===== config.mk =====
export PLATFORM = sky130hd
export DESIGN_NAME = sram_stream_loader
export DESIGN_NICKNAME = d
export VERILOG_FILES = /design/src/rtl/sram_stream_loader.sv
export SDC_FILE = /design/constraint.sdc
export NUM_CORES = 1
export LEC_CHECK = 0
export ABC_CLOCK_PERIOD_IN_PS = 2700
export BUFFER_PORTS_ARGS = -buffer_cell sky130_fd_sc_hd__buf_2
export CORE_ASPECT_RATIO = 1.5
export CORE_MARGIN = 2
export CORE_UTILIZATION = 40
export DETAILED_ROUTE_END_ITERATION = 6
export GPL_ROUTABILITY_DRIVEN = 0
export PLACE_DENSITY = 0.72
export SYNTH_ARGS = -nofsm -noshare
export SYNTH_HDL_FRONTEND = slang
export SYNTH_SLANG_ARGS = --single-unit

===== constraint.sdc =====
create_clock -name clk -period 2.7 [get_ports clk]
set_input_delay 0.405 -clock clk [delete_from_list [all_inputs] [get_ports clk]]
set_output_delay 0.405 -clock clk [all_outputs]
set_load 0.01 [all_outputs]

===== src/rtl/sram_stream_loader.sv =====
// sram_stream_loader
// Feeds one accelerator SRAM (feature or kernel) from an AXI4-Stream of words.
// A cfg_start pulse latches a byte base address and a word count; accepted
// stream beats are then written to consecutive word addresses with a single
// registered write stage. Starts that would overrun the SRAM, are misaligned or
// collide with a running conv engine are refused and flagged through err.

module sram_stream_loader #(
  parameter int DATA_WIDTH      = 32,
  parameter int BYTE_ADDR_WIDTH = 14,
  parameter int LEN_WIDTH       = 16
) (
  input  logic                       clk,
  input  logic                       rst_n,
  input  logic                       cfg_start,
  input  logic [BYTE_ADDR_WIDTH-1:0] cfg_baseaddr,
  input  logic [LEN_WIDTH-1:0]       cfg_len,
  input  logic                       acc_running,
  input  logic [DATA_WIDTH-1:0]      s_axis_tdata,
  input  logic                       s_axis_tvalid,
  input  logic                       s_axis_tlast,
  output logic                       s_axis_tready,
  output logic [BYTE_ADDR_WIDTH-1:0] bram_addr_byteidx,
  output logic [DATA_WIDTH-1:0]      bram_wdata,
  output logic                       bram_we,
  output logic                       bram_en,
  output logic                       busy,
  output logic                       done,
  output logic                       err
);

  // Range check width: base + 4*len must never wrap before the comparison.
  localparam int WIDE_W = BYTE_ADDR_WIDTH + LEN_WIDTH + 2;

  localparam logic [1:0] IDLE = 2'd0;
  localparam logic [1:0] RUN  = 2'd1;
  localparam logic [1:0] DONE = 2'd2;

  logic [1:0]                 state;
  logic [1:0]                 state_nxt;
  logic [BYTE_ADDR_WIDTH-1:0] base_q;
  logic [LEN_WIDTH-1:0]       remaining;
  logic [LEN_WIDTH-1:0]       idx;
  // Set once the final (or early-tlast) beat has been taken; the FSM waits one
  // more cycle so the registered write of that beat is issued before DONE.
  logic                       term;

  logic [WIDE_W-1:0]          end_addr;
  logic [WIDE_W-1:0]          addr_limit;
  logic                       start_bad;
  logic                       start_ok;
  logic                       start_rej;
  logic                       beat;
  logic                       last_beat;
  logic                       early_last;
  logic                       missing_last;
  logic                       abort;

  logic                       wr_vld_p1;
  logic [BYTE_ADDR_WIDTH-1:0] wr_addr_p1;
  logic [DATA_WIDTH-1:0]      wr_data_p1;

  assign end_addr   = WIDE_W'(cfg_baseaddr) + (WIDE_W'(cfg_len) << 2);
  assign addr_limit = WIDE_W'(1) << BYTE_ADDR_WIDTH;

  assign start_bad  = acc_running
                    | (cfg_baseaddr[1:0] != 2'b00)
                    | (end_addr > addr_limit);
  assign start_ok   = (state == IDLE) & cfg_start & ~start_bad;
  assign start_rej  = (state == IDLE) & cfg_start &  start_bad;

  // Ready is withdrawn combinationally the moment the conv engine starts, so
  // no beat can slip in on the abort cycle.
  assign s_axis_tready = (state == RUN) & ~term & (remaining != '0) & ~acc_running;

  assign beat         = s_axis_tvalid & s_axis_tready;
  assign last_beat    = beat & (remaining == LEN_WIDTH'(1));
  assign early_last   = beat & s_axis_tlast & (remaining > LEN_WIDTH'(1));
  assign missing_last = last_beat & ~s_axis_tlast;
  assign abort        = (state == RUN) & ~term & acc_running;

  // Next-state selection for the IDLE/RUN/DONE sequencer.
  always_comb begin
    state_nxt = state;
    case (state)
      IDLE: begin
        if (start_ok) begin
          state_nxt = (cfg_len == '0) ? DONE : RUN;
        end
      end
      RUN: begin
        if (term || abort) begin
          state_nxt = DONE;
        end
      end
      DONE:    state_nxt = IDLE;
      default: state_nxt = IDLE;
    endcase
  end

  // Control state: FSM, transfer counters, done pulse and sticky error.
  always_ff @(posedge clk or negedge rst_n) begin
    if (!rst_n) begin
      state     <= IDLE;
      base_q    <= '0;
      remaining <= '0;
      idx       <= '0;
      term      <= 1'b0;
      done      <= 1'b0;
      err       <= 1'b0;
    end else begin
      state <= state_nxt;
      // A refused start still owes the requester a completion pulse.
      done  <= (state_nxt == DONE) | start_rej;

      if (start_ok) begin
        base_q    <= cfg_baseaddr;
        remaining <= cfg_len;
        idx       <= '0;
        term      <= 1'b0;
      end else if (beat) begin
        remaining <= remaining - LEN_WIDTH'(1);
        idx       <= idx + LEN_WIDTH'(1);
        if (last_beat || early_last) begin
          term <= 1'b1;
        end
      end

      if (start_ok) begin
        err <= 1'b0;
      end else if (start_rej || early_last || missing_last || abort) begin
        err <= 1'b1;
      end
    end
  end

  // Write stage: one registered SRAM write per accepted beat.
  always_ff @(posedge clk or negedge rst_n) begin
    if (!rst_n) begin
      wr_vld_p1  <= 1'b0;
      wr_addr_p1 <= '0;
      wr_data_p1 <= '0;
    end else begin
      wr_vld_p1 <= beat;
      if (beat) begin
        wr_addr_p1 <= base_q + BYTE_ADDR_WIDTH'({idx, 2'b00});
        wr_data_p1 <= s_axis_tdata;
      end
    end
  end

  assign bram_we           = wr_vld_p1;
  assign bram_en           = wr_vld_p1;
  assign bram_addr_byteidx = wr_addr_p1;
  assign bram_wdata        = wr_data_p1;
  assign busy              = (state != IDLE);

endmodule


==> Word level (Yosys, flattened, before mapping) <==
Cells that the tools add are included.
{ "word_totals": {"reg_bits": 98, "latchBits": 0, "mem_bits_rw": 0, "romBits": 0, "output_inout_bits": 52, "word_cells": 65, "mem_count": 0} }
{ "classes": {"addsub": 4, "mul": 0, "n_div": 0, "n_lt_le_gt_ge": 2, "n_eq_ne": 3, "n_shift": 0, "n_mux": 13, "bitwise_logic": 19, "reduce_logical": 14} }
{ "ops": {"columns": ["operator", "count"], "rows": [
  ["$mux W16", 4],
  ["$add A14 B18 Y19", 1],
  ["$gt A19 B15 Y1 const B", 1],
  ["$add A16 B1 Y16 const B", 1],
  ["$eq A16 B1 Y1 const B", 1],
  ["$gt A16 B1 Y1 const B", 1],
  ["$logic_not A16 Y1", 1],
  ["$reduce_bool A16 Y1", 1],
  ["$sub A16 B1 Y16 const B", 1],
  ["$add A14 B14 Y14", 1],
  ["$and A1 B1 Y1", 12],
  ["$reduce_bool A2 Y1", 5],
  ["$mux W2", 3],
  ["$logic_or A1 B1 Y1", 5],
  ["$mux W1", 5],
  ["$not A1 Y1", 4],
  ["$pmux W2 S2", 1],
  ["$or A1 B1 Y1", 3],
  ["$eq A2 B1 Y1 const B", 1],
  ["$eq A2 B2 Y1 const B", 1],
  ["$logic_not A2 Y1", 1],
  ["$reduce_and A2 Y1", 1]
]} }

==> Longest topological paths before layout <==
Gate-level depths: netlist (run 1).
{ "depth": {"depth_word": 12, "depth_mapped": 12, "mapped_depth_nobuf": 11} }

==> Least setup slack after synthesis (run 1) <==
OpenSTA, ideal clock, no wires.
{ "synth_path": {"path_type": "input port to flip-flop", "from": "in cfg_baseaddr[2]", "to": "reg base_q[10]", "setup_time_ns": 0.127, "arrival_ns": 2.940, "required_ns": 2.573, "path_slack_ns": -0.368, "stages": 11, "path_cell_list": "ha_1 -> fa_1 -> xor2_1 -> a31oi_1 -> nand3_1 -> a2111oi_0 -> nand4_1 -> o31a_1 -> nor2_8 -> buf_8 -> mux2_1"} }
{ "synth_via": {"elab_chain_len": 5} }
{ "synth_rtl": {"columns": ["item", "line", "source"], "rows": [
  ["start, declared", "16", "input logic [BYTE_ADDR_WIDTH-1:0] cfg_baseaddr,"],
  ["$add A14 B18 Y19", "63", "assign end_addr = WIDE_W'(cfg_baseaddr) + (WIDE_W'(cfg_len) << 2);"],
  ["$gt A19 B15 Y1", "68", "| (end_addr > addr_limit);"],
  ["$or A1 B1 Y1", "68", null],
  ["$not A1 Y1", "69", "assign start_ok = (state == IDLE) & cfg_start & ~start_bad;"],
  ["$and A1 B1 Y1", "69", null],
  ["end signal, assigned", "117", "base_q <= cfg_baseaddr;"],
  ["end, declared", "41", "logic [BYTE_ADDR_WIDTH-1:0] base_q;"]
]} }
Every way passes these cells.
A chain may end at the register's enable or synchronous reset.

==> Worst setup path after layout (run 1) <==
{ "layout_path": {"from": "in cfg_len[0]", "to": "reg base_q[8]"} }
{ "layout_via": {"elab_chain_len": 5} }
{ "layout_rtl": {"columns": ["item", "line", "source"], "rows": [
  ["start, declared", "17", "input logic [LEN_WIDTH-1:0] cfg_len,"],
  ["$add A14 B18 Y19", "63", null],
  ["$gt A19 B15 Y1", "68", null],
  ["$or A1 B1 Y1", "68", null],
  ["$not A1 Y1", "69", null],
  ["$and A1 B1 Y1", "69", null]
]} }
Every way passes these cells.

==> results.txt, run 1 <==
status - complete, but fails checks
failing checks - setup timing
vias in the first global route - 4987
setup slack, reg-to-reg - 0.07 ns
Final Cycle Share - 102%
detailed-route wire length - 15.0 mm
clock latency at the later pin of the worst-skew pair - 0.35 ns
VDD IR max - 0.298 mV
Net count, final - 862
DRT antenna net count - 0
share of Yosys cell area claimed by the top area cell type - 44.4%
Mapped Area - 5300 um2
DRC - 0
count of different cell masters after synthesis - 65
Worst setup EP type - register
commonest cells after routing, fill and taps aside - nand2_1, buf_2, dfrtp_1
multi-input logic area - 2950 um2
Seq/Total Area, Yosys - 44.4%
Sequential cell area - 2350 um2
EDFF count, synth - 0
Area Overhead vs Synth - 35.3%
starting density of the core - 40.9%
row count - 51
Pins Over Slew Limit - 0
register bit count reported by yosys - 94
number of max-cap violations - 0
max_slew headroom - 50.6%
IO Pins - 120
grt ovf - 0
fillers - 1139
largest area contributor in the netlist - dfrtp_1
CTS tree - done
Top FF cell, synth - dfrtp_1
cts bufs inserted - 9
Max Buffers Root-to-Sink - 2
pwr dens - 527 nW/um2
Die Height - 145 um
initial antenna violation count - 0
Setup WS post-layout - -0.0666 ns
post-synthesis async set-or-reset flop share - 100%
Root Buffer - clkbuf_16
final hold violations - 0
unrepaired setup endpoints after global routing - true
share of cells above drive strength 1 - 34.2%
Syn Nets - 671
die area - 14200 um2
Leak - 0.00378 uW
IO Port Bufs - 119
# setup viols final - 8
number of diodes - 0
Core ar. - 13000 um2
synth top area cells - dfrtp_1, nand2_1, ha_1, xor2_1, o21ai_0
wire per inst - 16.1 um
worst clock skew - 0.0134 ns
placed cell areas - 6600 um2
first-pass GRT wire length - 23.8 mm
Synth Instances - 575
largest net degree at the start of global routing - 53
htree depth - 3
CP max stage cell - o31a_1
# clock sinks - 94
post-route cell area - 7180 um2
Ys Warns - 0
largest stage delay on the critical path - 0.40 ns
WP data required - 2.92 ns
gr usage total - 20.8%
via count - 5037
Reg clk slew, reported paths - 0.06 ns
Worst Path Arrival - 2.99 ns
overall die width - 98.0 um
Iteration-0 DRC Markers - 178
Hold Path Class - in -> async
CP max FO - 5
Max Clk Rate - 361 MHz
crit path kind - in -> reg
vias per inst - 5.42
Syn Area/Cell - 9.22 um2
crit path launch type - input port
First-pass DRT Iterations - 4
most common cell after layout, fill and taps aside - nand2_1
crit path cell chain - buf_6 -> ha_4 -> fa_2 -> xor2_1 -> a31oi_1 -> nand3_1 -> a2111oi_2 -> nand4_1 -> o31a_1 -> nor2_4 -> buf_12 -> mux2_4
DP HPWL - 11.5 mm
min cycle time layout - 2.77 ns
Worst-Margin Slew - 0.723 ns
Pwr Total - 3780 uW
## area by class of cell
| class | count | share of cell area, % |
|---|---|---|
| Clock buffer | 10 | 3.33 |
| Clock inverter | 6 | 1.31 |
| Inverter | 16 | 0.837 |
| Multi-Input combinational cell | 446 | 41.1 |
| Sequential cell | 94 | 32.8 |
| Tap cell | 159 | 2.77 |
| Timing Repair Buffer | 199 | 17.8 |
## registers in the layout (all words and copies together), names as in the netlist
| name | count |
|---|---|
| term | 1 |
| remaining | 16 |
| done | 1 |
| err | 1 |
| bram_wdata | 32 |
| base_q | 14 |
| state | 2 |
| bram_addr_byteidx | 14 |
| idx | 12 |
| bram_en | 1 |
## cells by family after synthesis
| kind of cell | share of synthesized area (%) |
|---|---|
| adder cells (fa/ha/maj) | 6.89 |
| multiplexers | 4.55 |
| AO/OA/AOI/OAI | 14.2 |
| AND/OR/NAND/NOR | 21.2 |
| flip-flops | 44.4 |
| buffers and inverters | 3.30 |
| XOR/XNOR | 5.45 |
## worst max-delay path: cells and delay by family
family / cells / cell delay (ns)
buf+inv: 2 / 0.23
compound gates: 3 / 0.90
simple gates: 3 / 0.47
fa+ha+maj: 2 / 0.52
xor+xnor: 1 / 0.17
mux: 1 / 0.29
## where the power goes
group	switching, uW	internal (uW)
registers	67.2	1490
clock network	541	843
logic	442	404
total	1050	2730
## routing by layer
layer | global-route usage (%) | routed length, um | vias to the layer above
met5 | 0 | 0 | -
met4 | 15.3 | 1080 | 0
met3 | 3.03 | 772 | 64
met2 | 35.7 | 7380 | 209
met1 | 22.9 | 5720 | 2366
li1 | - | - | 2398
## path summary, 6_finish.rpt
path,start,end,cells past startpoint
worst max-delay path,cfg_len[0],base_q[8],12
worst min-delay path,rst_n,bram_addr_byteidx[10],1
worst max register to register,remaining[11],idx[10],10
worst min register to register,base_q[0],bram_addr_byteidx[0],2
max in group asynchronous,rst_n,bram_wdata[9],2
min in group clk,s_axis_tdata[30],bram_wdata[30],3
## stage by stage
stage                     hold slack [ns]  cells  util, %  TNS [ns]  setup WS [ns]
after global placement              0.452    907     50.9    -13.42         -0.364
final                               0.107    930     55.4    -0.432        -0.0666
after floorplan                     0.109    575        -     -1.66         -0.158
after global routing                0.160    930     55.4     -5.31         -0.220
after CTS                           0.123    926     54.4    -0.472        -0.0547
after detailed placement            0.454    907     50.9    -17.22         -0.449
## what timing repair did
action                                  CTS  global route
resized for setup                        20            17
hold buffers                              0             0
endpoints found under the setup margin   39            48
setup buffers                             2             2
pin swaps                                15             6
gates cloned                              1             2
hold endpoints to repair                  0             0
## Yosys cell counts, types with 12 or more instances
cell       n
nand2_1  144
xor2_1    17
dfrtp_1   94
xnor2_1   16
o21ai_0   28
ha_1      26
a21oi_1   23
nor3_1    13
mux2_2    12
nor2_1    33
nand3_1   12
inv_1     15
No activity file was read; power rests on OpenSTA's default activity.
==> run 2, diff against run 1 <==
- CORE_UTILIZATION: 40 -> 35
- PLACE_DENSITY: 0.72 -> 0.66
==> run 2 against run 1 <==
The flow still finishes with violations (setup timing). Total power is 5.5% lower. Clock-buffer cell count stayed put. Register-to-register slack better by 0.04 ns. Clock power is 15% lower. Highest routed layer unchanged. Utilization is 7.2 points lower.
==> results.txt, run 2 (synthesized netlist as in run 1, its figures left out) <==
Max Buffers Root-to-Sink - 2
vias in the first global route - 4924
worst clock skew - 0.00889 ns
DRC - 0
Leak - 0.00379 uW
DRT antenna net count - 0
grt ovf - 0
final hold violations - 0
vias per inst - 4.92
most common cell after layout, fill and taps aside - nand2_1
number of max-cap violations - 0
Final Non-Filler Cells - 980
status - complete, but fails checks
gr usage total - 18.4%
pwr dens - 496 nW/um2
VDD IR max - 0.256 mV
setup TNS - -0.392 ns
largest stage delay on the critical path - 0.39 ns
initial antenna violation count - 0
Crit path max-delay family - compound AO/OA/AOI/OAI gates
starting density of the core - 35.5%
commonest cells after routing, fill and taps aside - nand2_1, buf_2, dfrtp_1
crit path launch type - input port
detailed-route wire length - 14.4 mm
# clock sinks - 94
die area - 16200 um2
Reg clk slew, reported paths - 0.06 ns
max reg flops - 32
CP bufs+invs - 2
Setup WS post-layout - -0.0538 ns
Worst-Margin Slew - 0.614 ns
Die Height - 155 um
Core ar. - 14900 um2
Final Cycle Share - 102%
CTS tree - done
failing checks - setup timing
first-pass GRT wire length - 23.8 mm
Worst Path Arrival - 2.98 ns
WP data required - 2.92 ns
min cycle time layout - 2.75 ns
via count - 4822
unrepaired setup endpoints after global routing - true
CP max FO - 7
Net count, final - 873
WHS - 0.0972 ns
Area Overhead vs Synth - 35.8%
htree depth - 3
largest net degree at the start of global routing - 95
Hold Path Class - in -> async
row count - 55
wire per inst - 14.7 um
IO Port Bufs - 119
fillers - 1457
clock latency at the later pin of the worst-skew pair - 0.34 ns
# setup viols final - 14
Iteration-0 DRC Markers - 262
Placed Cells - 956
share of cells above drive strength 1 - 34.3%
cts bufs inserted - 9
CP max stage cell - o31a_1
number of diodes - 0
IO Pins - 120
crit path cell chain - buf_8 -> ha_4 -> fa_2 -> nor2b_1 -> o32a_1 -> a2111oi_2 -> nand4_1 -> o31a_1 -> nor2_8 -> buf_6 -> mux2_4
Worst setup EP type - register
Root Buffer - clkbuf_16
Pins Over Slew Limit - 0
First-pass DRT Iterations - 4
max_slew headroom - 58.0%
crit path kind - in -> reg
DP HPWL - 10.9 mm
overall die width - 105 um
pre-CTS setup slack - -0.449 ns
Max Clk Rate - 363 MHz
==> run 2: cell types whose count changed in the layout (fill, tap and decap cells not counted), sizes merged <==
cell	before	now
buf	198	211
bufinv	2	0
clkbuf	11	10
clkinvlp	1	3
inv	17	16
nor2	35	34
==> run 2: layout make-up <==
cell class                 instances  area [um2]  share of cell area (%)
sequential                        94        2350                    32.7
multi-input combinational        445        2890                    40.1
clock buffer                      10         239                    3.32
tap                              199         249                    3.46
inverter                          16        60.1                   0.834
timing repair buffer             211        1380                    19.1
clock inverter                     5        36.3                   0.504
==> run 2: where the power goes <==
| group | total [uW] | switching [uW] | internal [uW] |
|---|---|---|---|
| Clock | 1170 | 530 | 644 |
| Sequential | 1550 | 61.1 | 1490 |
| Combinational | 853 | 433 | 421 |
| Total | 3580 | 1020 | 2550 |
==> run 2: path summary, 6_finish.rpt <==
| path | from | to | slack [ns] | cells after the start |
|---|---|---|---|---|
| max in group asynchronous | rst_n | base_q[1] | 2.21 | 2 |
| worst max register to register | remaining[11] | idx[10] | 0.11 | 10 |
| worst max-delay path | cfg_baseaddr[2] | base_q[10] | -0.05 | 11 |
| worst min register to register | bram_wdata[13] | bram_wdata[13] | 0.47 | 2 |
| worst min-delay path | rst_n | bram_addr_byteidx[12] | 0.1 | 2 |
| min in group clk | s_axis_tdata[17] | bram_wdata[17] | 0.25 | 3 |
==> run 2: timing repair <==
action,4_1_cts,5_1_grt
resized for setup,13,13
pin swaps,6,6
setup endpoints to repair,22,44
buffers inserted,4,5
hold endpoints to repair,0,0
hold buffers,0,0
cloned,0,0
==> run 2: per-stage QoR <==
stage               utilization, %  total power [uW]  area (um2)
global route                  48.2              3760        7200
CTS                           47.7              3610        7130
detailed placement            45.1              2390        6740
floorplan                        -              2020        5350
global placement              45.1              2380        6740
finish                        48.2              3580        7200
==> run 2: layer usage <==
metal  global-route usage, %  vias up  wire length, um
met5                       0        -                0
met4                    7.59        0              314
met3                    2.28       20              499
met2                    34.7      122             7770
met1                    20.6     2268             5780
li1                        -     2412                -
==> run 3, diff against run 2 <==
- BUFFER_PORTS_ARGS: -buffer_cell sky130_fd_sc_hd__buf_2 -> default
- CORE_MARGIN: 2 -> default
- DONT_BUFFER_PORTS: default -> 1
- PLACE_DENSITY: 0.66 -> 0.59
==> run 3 against run 2 <==
The run now ends clean. Hold slack better by 0.068 ns. Utilization down 4.6 points. Setup slack better by 0.095 ns. Critical path type unchanged. Critical path depth unchanged. Wire length down 2.4%.
==> results.txt, run 3 (synthesized netlist as in run 1, its figures left out) <==
vias per inst - 5.28
DRC - 0
row count - 54
max_slew headroom - 65.2%
number of max-cap violations - 0
Core ar. - 14700 um2
IO Port Bufs - 0
wire per inst - 16.9 um
# clock sinks - 94
Max Buffers Root-to-Sink - 2
switching part of the total - 27.0%
CP max stage cell - o31a_1
Final Cycle Share - 98.5%
die area - 15700 um2
CTS tree - done
Max Clk Rate - 376 MHz
first-pass GRT wire length - 22.1 mm
WP data required - 2.93 ns
most common cell after layout, fill and taps aside - nand2_1
grt ovf - 0
crit path launch type - input port
DP HPWL - 10.6 mm
largest net degree at the start of global routing - 95
Net Switching - 987 uW
detailed-route wire length - 14.0 mm
clock latency at the later pin of the worst-skew pair - 0.34 ns
IO Pins - 120
Comb power frac - 19.6%
min cycle time layout - 2.66 ns
VDD IR max - 0.279 mV
share of cells above drive strength 1 - 19.1%
Hold Path Class - in -> reg
htree depth - 3
Leak - 0.00311 uW
clock share of power - 37.5%
pwr dens - 571 nW/um2
# setup viols final - 0
Final Non-Filler Cells - 828
Placed Cells - 805
vias in the first global route - 4451
starting density of the core - 36.2%
via count - 4369
First-pass DRT Iterations - 4
Worst setup EP type - register
P_int - 2670 uW
initial antenna violation count - 0
Root Buffer - clkbuf_16
number of diodes - 0
crit path kind - in -> reg
Net count, final - 723
Die Height - 153 um
Worst Path Arrival - 2.88 ns
WHS - 0.165 ns
unrepaired setup endpoints after global routing - true
largest stage delay on the critical path - 0.39 ns
overall die width - 103 um
cts bufs inserted - 9
CP bufs+invs - 2
crit path cell chain - ha_4 -> fa_2 -> buf_6 -> nor2b_1 -> o32a_1 -> a2111oi_2 -> nand4_1 -> o31a_1 -> nor2_8 -> buf_6 -> mux2_2
Crit path max-delay family - compound AO/OA/AOI/OAI gates
share of power burned in registers - 42.9%
gr usage total - 18.1%
Area Overhead vs Synth - 20.8%
final hold violations - 0
Reg clk slew, reported paths - 0.07 ns
Worst-Margin Slew - 0.523 ns
CP most frequent cell - buf_6
DRT antenna net count - 0
status - complete, no violations
Pins Over Slew Limit - 0
worst clock skew - 0.00643 ns
max reg flops - 32
commonest cells after routing, fill and taps aside - nand2_1, dfrtp_1, buf_4
Iteration-0 DRC Markers - 219
CP max FO - 6
## run 3: final cells by class
cell class | instances | area, um2
Fill cell | 1418 | 8260
Clock inverter | 5 | 81.3
Tap cell | 196 | 245
Clock buffer | 11 | 243
Multi-Input combinational cell | 445 | 2920
Timing Repair Buffer | 61 | 499
Sequential cell | 94 | 2350
Inverter | 16 | 62.6
## run 3: what timing repair did
item,in CTS,in global routing
hold buffers,1,1
setup buffers,0,5
pin swaps,0,12
setup endpoints to repair,1,45
endpoints found under the hold margin,94,5
gates resized for setup,1,28
## run 3: worst paths after layout
path                            cells after the start  slack [ns]              endpoint              from
worst max-delay path                               11        0.04             base_q[2]   cfg_baseaddr[2]
worst min-delay path                                2        0.17        bram_wdata[29]  s_axis_tdata[29]
min in group asynchronous                           2        0.59  bram_addr_byteidx[9]             rst_n
worst max register to register                      6        0.16         remaining[13]      remaining[6]
worst min register to register                      2        0.47  bram_addr_byteidx[0]         base_q[0]
max in group asynchronous                           2        1.65                idx[5]             rst_n
## run 3: power by group through the flow
stage	registers, uW	clock network, uW	logic [uW]
after floorplan	1570	0	443
after global routing	1580	1460	792
after CTS	1570	1400	674
after global placement	1590	0	618
final	1570	1370	715
after detailed placement	1590	0	635
## run 3: stage by stage
stage / utilization, % / cell area [um2] / worst slack, ns / total power (uW) / TNS, ns
finish: 43.7 / 6400 / 0.0411 / 3650 / 0
global route: 43.7 / 6400 / -0.0577 / 3830 / -0.454
CTS: 42.6 / 6240 / 0.0141 / 3640 / 0
detailed placement: 40.1 / 5880 / -0.377 / 2230 / -12.13
global placement: 40.1 / 5880 / -0.307 / 2210 / -9.85
floorplan: - / 5350 / -0.158 / 2020 / -1.66
## run 3: layer usage
layer  vias to the layer above  part of all wire (%)  global-route usage (%)
met5                         -                     0                       0
met4                         0                   1.7                    6.19
met3                        18                   6.2                    4.17
met2                       148                    52                    33.3
met1                      2083                    40                    19.8
li1                       2120                     -                       -
## run 3: worst register-to-register path, stage by stage (launching register included)
cell     delay [ns]
dfrtp_1        0.40
or4_1          0.60
buf_4          0.19
or2_2          0.34
or3_1          0.38
and3_1         0.20
a311o_1        0.32
